### config.mk
export PLATFORM = sky130hd
export DESIGN_NAME = ram_8_burst_ctrl
export DESIGN_NICKNAME = d
export VERILOG_FILES = /design/src/rtl/n2t_mem_pkg.sv /design/src/rtl/wrap_counter_3.sv /design/src/rtl/ram_8_burst_ctrl.sv
export SDC_FILE = /design/constraint.sdc
export NUM_CORES = 1
export LEC_CHECK = 0
export BUFFER_PORTS_ARGS = -buffer_cell sky130_fd_sc_hd__buf_2
export CORE_UTILIZATION = 35
export DETAILED_ROUTE_END_ITERATION = 7
export GPL_TIMING_DRIVEN = 0
export PLACE_DENSITY_LB_ADDON = 0.08
export SYNTH_ARGS = -nofsm -noshare
export SYNTH_HDL_FRONTEND = slang
export SYNTH_HIERARCHICAL = 1
export SYNTH_SLANG_ARGS = --single-unit
### constraint.sdc
create_clock -name clock -period 1.85 [get_ports clock]
set_input_delay 0.37 -clock clock [delete_from_list [all_inputs] [get_ports clock]]
set_output_delay 0.37 -clock clock [all_outputs]
set_load 0.005 [all_outputs]
### src/rtl/n2t_mem_pkg.sv
// Shared types and widths for the ram_8 burst front end.
// Op and state encodings live here so the controller and its checkers agree.
package n2t_mem_pkg;

  localparam int ADDR_W = 3;
  localparam int WORD_W = 16;

  typedef enum logic [1:0] {
    OP_READ  = 2'd0,
    OP_WRITE = 2'd1,
    OP_CLEAR = 2'd2,
    OP_RSVD  = 2'd3
  } op_e;

  typedef enum logic [1:0] {
    S_IDLE  = 2'd0,
    S_WRITE = 2'd1,
    S_READ  = 2'd2,
    S_CLEAR = 2'd3
  } state_e;

  typedef struct packed {
    state_e            state;
    logic [ADDR_W-1:0] addr;
    logic [ADDR_W-1:0] remaining;
    logic              addr_at_base;
  } dbg_t;

  // Burst state entered for a command; the reserved op stays idle.
  function automatic state_e op_to_state(input op_e op);
    state_e s;
    unique case (op)
      OP_READ:  s = S_READ;
      OP_WRITE: s = S_WRITE;
      OP_CLEAR: s = S_CLEAR;
      default:  s = S_IDLE;
    endcase
    return s;
  endfunction

endpackage

### src/rtl/wrap_counter_3.sv
// 3-bit loadable counter, enable-gated, wrapping modulo 8 in either direction.
// Load wins over enable; zero flags a count of 0.
module wrap_counter_3 #(
  parameter bit DOWN = 1'b0
) (
  input  logic       clock,
  input  logic       reset_n,
  input  logic       load,
  input  logic [2:0] load_val,
  input  logic       en,
  output logic [2:0] count,
  output logic       zero
);

  logic [2:0] count_q;
  logic [2:0] count_d;

  always_comb begin
    count_d = count_q;
    if (load) begin
      count_d = load_val;
    end else if (en) begin
      count_d = DOWN ? (count_q - 3'd1) : (count_q + 3'd1);
    end
  end

  always_ff @(posedge clock) begin
    if (!reset_n) begin
      count_q <= 3'd0;
    end else begin
      count_q <= count_d;
    end
  end

  assign count = count_q;
  assign zero  = (count_q == 3'd0);

endmodule

### src/rtl/ram_8_burst_ctrl.sv
// Burst sequencer driving ram_8's in/address/load pins from READ/WRITE/CLEAR commands.
// Handshakes: a word moves on an edge only when its valid and ready are both high.
module ram_8_burst_ctrl
  import n2t_mem_pkg::*;
#(
  parameter int WIDTH      = WORD_W,
  parameter int DEPTH_BITS = ADDR_W
) (
  input  logic                  clock,
  input  logic                  reset_n,
  input  logic                  cmd_valid,
  output logic                  cmd_ready,
  input  logic [1:0]            cmd_op,
  input  logic [DEPTH_BITS-1:0] cmd_addr,
  input  logic [DEPTH_BITS-1:0] cmd_len,
  input  logic                  wr_valid,
  output logic                  wr_ready,
  input  logic [WIDTH-1:0]      wr_data,
  output logic                  rd_valid,
  input  logic                  rd_ready,
  output logic [WIDTH-1:0]      rd_data,
  output logic                  busy,
  output logic [WIDTH-1:0]      ram_in,
  output logic [DEPTH_BITS-1:0] ram_address,
  output logic                  ram_load,
  input  logic [WIDTH-1:0]      ram_out,
  output dbg_t                  dbg
);

  state_e     state_q;
  state_e     state_d;
  logic       cmd_fire;
  logic       step;
  logic [2:0] addr;
  logic [2:0] remaining;
  logic       addr_zero;
  logic       rem_zero;

  assign cmd_fire = (state_q == S_IDLE) && cmd_valid;

  // One word moves per step; CLEAR steps every cycle with no handshake.
  always_comb begin
    step = 1'b0;
    unique case (state_q)
      S_WRITE: step = wr_valid;
      S_READ:  step = rd_ready;
      S_CLEAR: step = 1'b1;
      default: step = 1'b0;
    endcase
  end

  wrap_counter_3 #(.DOWN(1'b0)) u_addr (
    .clock    (clock),
    .reset_n  (reset_n),
    .load     (cmd_fire),
    .load_val (cmd_addr),
    .en       (step),
    .count    (addr),
    .zero     (addr_zero)
  );

  wrap_counter_3 #(.DOWN(1'b1)) u_remaining (
    .clock    (clock),
    .reset_n  (reset_n),
    .load     (cmd_fire),
    .load_val (cmd_len),
    .en       (step),
    .count    (remaining),
    .zero     (rem_zero)
  );

  always_comb begin
    state_d = state_q;
    if (state_q == S_IDLE) begin
      if (cmd_valid) state_d = op_to_state(op_e'(cmd_op));
    end else if (step && rem_zero) begin
      state_d = S_IDLE;
    end
  end

  always_ff @(posedge clock) begin
    if (!reset_n) begin
      state_q <= S_IDLE;
    end else begin
      state_q <= state_d;
    end
  end

  // Everything facing ram_8 or the host is forced quiet while reset is held,
  // so an abort on the reset edge never commits a partial write.
  always_comb begin
    cmd_ready   = reset_n && (state_q == S_IDLE);
    wr_ready    = reset_n && (state_q == S_WRITE);
    rd_valid    = reset_n && (state_q == S_READ);
    busy        = reset_n && (state_q != S_IDLE);
    rd_data     = ram_out;
    ram_in      = (reset_n && (state_q == S_WRITE)) ? wr_data : '0;
    ram_load    = reset_n && (((state_q == S_WRITE) && wr_valid) || (state_q == S_CLEAR));
    ram_address = reset_n ? addr : '0;
  end

  always_comb begin
    dbg.state        = state_q;
    dbg.addr         = addr;
    dbg.remaining    = remaining;
    dbg.addr_at_base = addr_zero;
  end

endmodule

==> insert_results.sql <==
INSERT INTO impl_metrics (metric_group, metric, value, unit) VALUES
('hold_path', 'min_path_cells', '3', ''),
('global_route', 'number_of_global_route_vias_before_repair', '712', ''),
('setup_path', 'timing.critical_path.required', '1480', 'ps'),
('drt', 'drc', '0', ''),
('drt', 'vias_per_cell', '4.42', ''),
('clocking', 'clkTransAtPathRegs', '60', 'ps'),
('sta', 'final_max_slew_viol_count', '0', ''),
('sta', 'finalCriticalPeriod', '1720', 'ps'),
('global_route', 'grt_remaining_overflow', '0', ''),
('die', 'fp.dieH', '52.6', 'µm'),
('logic_synthesis', 'ys_seq_area_frac', '0.179', ''),
('die', 'die_width', '52.6', 'µm'),
('setup_path', 'rr_endpoint', 'u_addr/count[2]$_SDFFE_PN0P_', ''),
('placed_design', 'io_buffers', '77', ''),
('sta', 'rsz0062_at_grt', 'no', ''),
('logic_synthesis', 'syn-mean-instance-area', '8.44', 'µm²'),
('power', 'power_density', '499', 'nW/µm²'),
('sta', 'timing.final.ws_setup', '130', 'ps'),
('sta', 'slew-limit-headroom', '0.536', ''),
('logic_synthesis', 'async_flop_share', '0', ''),
('finish', 'final_net_count', '243', ''),
('power', 'static_leakage', '0.000816', 'µW'),
('power', 'p_sw_frac', '0.330', ''),
('finish', 'antenna_cells_inserted', '0', ''),
('clocking', 'insertion_delay', '260', 'ps'),
('sta', 'report.final.setup_viol', '0', ''),
('drt', 'postRouteAntennaNets', '0', ''),
('logic_synthesis', 'postSynth.topFlopCell', 'sky130_fd_sc_hd__dfxtp_1', ''),
('logic_synthesis', 'post_synth_edffs', '0', ''),
('drt', 'wl_per_cell', '10.1', 'µm'),
('logic_synthesis', 'synthesis.nets', '158', ''),
('power', 'internal_power', '454', 'µW'),
('finish', 'fill_cells', '226', ''),
('placed_design', 'place.detailed.hpwl', '1840', 'µm'),
('finish', 'areaGrowthSynthToFinish', '52.0', '%'),
('hold_path', 'hp-class', 'in -> reg', ''),
('setup_path', 'startpoint_type', 'register', ''),
('die', 'row_count', '17', ''),
('outcome', 'outcome', 'finished clean', ''),
('logic_synthesis', 'yosys_register_bits', '8', ''),
('hold_path', 'hold_start', 'cmd_len[2]', ''),
('setup_path', 'critical_path.max_fanout', '10', ''),
('placed_design', 'place_ws', '177', 'ps'),
('global_route', 'global_route_wire_length_before_repair', '3110', 'µm'),
('clocking', 'cts-resized-gates', '0', ''),
('clocking', 'cts_post_setup_buffers_inserted', '0', ''),
('sta', 'clock.fmax', '0.581', 'GHz'),
('power', 'p_comb_frac', '0.482', ''),
('setup_path', 'worstSetupEndpointType', 'primary output', ''),
('setup_path', 'r2r-start', 'state_q[0]$_SDFFE_PN0P_', ''),
('drt', 'drc_violation_total_after_the_first_tritonroute_iteration', '14', ''),
('setup_path', 'r2r_cells', '4', ''),
('hold_path', 'worstHoldEndpoint', 'u_remaining/count[2]$_SDFFE_PN0P_', ''),
('setup_path', 'worst-r2r-setup-slack', '200', 'ps'),
('power', 'pwr-share-seq', '0.313', ''),
('sta', 'timing.clock.skew', '7.95', 'ps'),
('global_route', 'grt_util_all_layers', '0.150', ''),
('logic_synthesis', 'syn-cell-area', '895', 'µm²'),
('die', 'fp.coreArea', '2320', 'µm²'),
('logic_synthesis', 'warning_count_from_the_yosys_run', '6', ''),
('clocking', 'cts_tree', 'done', ''),
('global_route', 'antenna_violations_before_repair', '0', ''),
('placed_design', 'gp_congestion', '0.698', ''),
('clocking', 'htree_num_levels', '1', ''),
('drt', 'wl', '2200', 'µm'),
('drt', 'dr.pass1.iters', '4', ''),
('run', 'cap_viol_max_count', '0', ''),
('clocking', 'cts.path.max_buffers', '2', ''),
('sta', 'tns', '0', 'ps'),
('setup_path', 'crit_arrival', '1350', 'ps'),
('setup_path', 'kind_of_critical_path', 'reg -> out', '');
## cell usage in the layout, fill, tap and decap left out, types with 3 or more instances in the layout
cell type                  netlist  final
sky130_fd_sc_hd__nor2_1          6      6
sky130_fd_sc_hd__and2_1         18     18
sky130_fd_sc_hd__ha_1            7      7
sky130_fd_sc_hd__clkbuf_4        0      3
sky130_fd_sc_hd__buf_4          18     21
sky130_fd_sc_hd__dfxtp_1         8      8
sky130_fd_sc_hd__buf_2           0     77
sky130_fd_sc_hd__nor2b_1         3      3
sky130_fd_sc_hd__inv_1          11     11
sky130_fd_sc_hd__and2_2          3      3
## Yosys cell counts (2+ instances only)
master | instances | share of area
sky130_fd_sc_hd__buf_4 | 18 | 0.15
sky130_fd_sc_hd__inv_1 | 11 | 0.046
sky130_fd_sc_hd__nor2b_1 | 3 | 0.021
sky130_fd_sc_hd__o211a_1 | 2 | 0.022
sky130_fd_sc_hd__o21a_1 | 2 | 0.017
sky130_fd_sc_hd__and2_1 | 18 | 0.13
sky130_fd_sc_hd__o31ai_2 | 2 | 0.028
sky130_fd_sc_hd__a211oi_2 | 2 | 0.028
sky130_fd_sc_hd__nand3_1 | 2 | 0.011
sky130_fd_sc_hd__nor2_1 | 6 | 0.025
sky130_fd_sc_hd__dfxtp_1 | 8 | 0.18
sky130_fd_sc_hd__ha_1 | 7 | 0.098
sky130_fd_sc_hd__and2_2 | 3 | 0.025
## routing by layer
metal / global-route usage / vias up / wire length [µm]
met5: 0 / - / 0
met4: 0.0395 / 0 / 0
met3: 0.0435 / 0 / 192
met2: 0.253 / 48 / 1080
met1: 0.183 / 416 / 921
li1: - / 496 / -
## power by group through the flow
stage	logic [µW]	clock network, µW	registers, µW
floorplan	196	0	217
global placement	314	0	216
detailed placement	324	0	216
CTS	325	145	212
global route	366	154	216
finish	327	139	212
## flip-flops by register name, summed over array words and instances (netlist names)
register	flops
u_remaining/count	3
u_addr/count	3
state_q	2
## critical path, stage by stage, from the launching register on
cell and delay, ps:
sky130_fd_sc_hd__dfxtp_1 320, sky130_fd_sc_hd__buf_4 170, sky130_fd_sc_hd__nand2_2 80, sky130_fd_sc_hd__nor2_4 150, sky130_fd_sc_hd__buf_6 140, sky130_fd_sc_hd__and2_1 110
sky130_fd_sc_hd__buf_2 110
## final cells by class
type	count	area (µm²)	share of cell area
Multi-Input combinational cell	67	533	0.392
Timing Repair Buffer	80	408	0.300
Sequential cell	8	160	0.118
Buffer	20	160	0.118
Inverter	11	41.3	0.0304
Tap cell	28	35.0	0.0258
Clock buffer	3	22.5	0.0166
## how the worst max path moves through the flow
stage	from	end	slack, ps	cells past startpoint
finish	state_q[0]$_SDFFE_PN0P_	ram_in[8]	130	6
global route	state_q[0]$_SDFFE_PN0P_	ram_in[14]	20	6
CTS	state_q[0]$_SDFFE_PN0P_	ram_in[12]	100	6
detailed placement	state_q[1]$_SDFFE_PN0P_	u_remaining/count[0]$_SDFFE_PN0P_	180	5
global placement	reset_n	ram_in[10]	210	6
floorplan	state_q[1]$_SDFFE_PN0P_	u_addr/count[1]$_SDFFE_PN0P_	440	5
## through the flow
stage	cell area [µm²]	util	cells	hold slack, ps
3_3_place_gp	1320	0.567	211	549
2_1_floorplan	895	-	106	503
6_report	1360	0.587	217	370
4_1_cts	1340	0.577	214	356
5_1_grt	1360	0.587	217	363
3_5_place_dp	1320	0.567	211	550
## cell families (layout without fill, tap and decap cells)
family | Yosys count | count (layout) | share of synthesized area
fa+ha+maj | 7 | 7 | 0.0979
buf+inv | 31 | 114 | 0.225
mux | 1 | 1 | 0.0112
xor+xnor | 2 | 2 | 0.0196
flops | 8 | 8 | 0.179
compound gates | 14 | 14 | 0.147
simple gates | 43 | 43 | 0.320
Power figures use the tool's default switching activity.
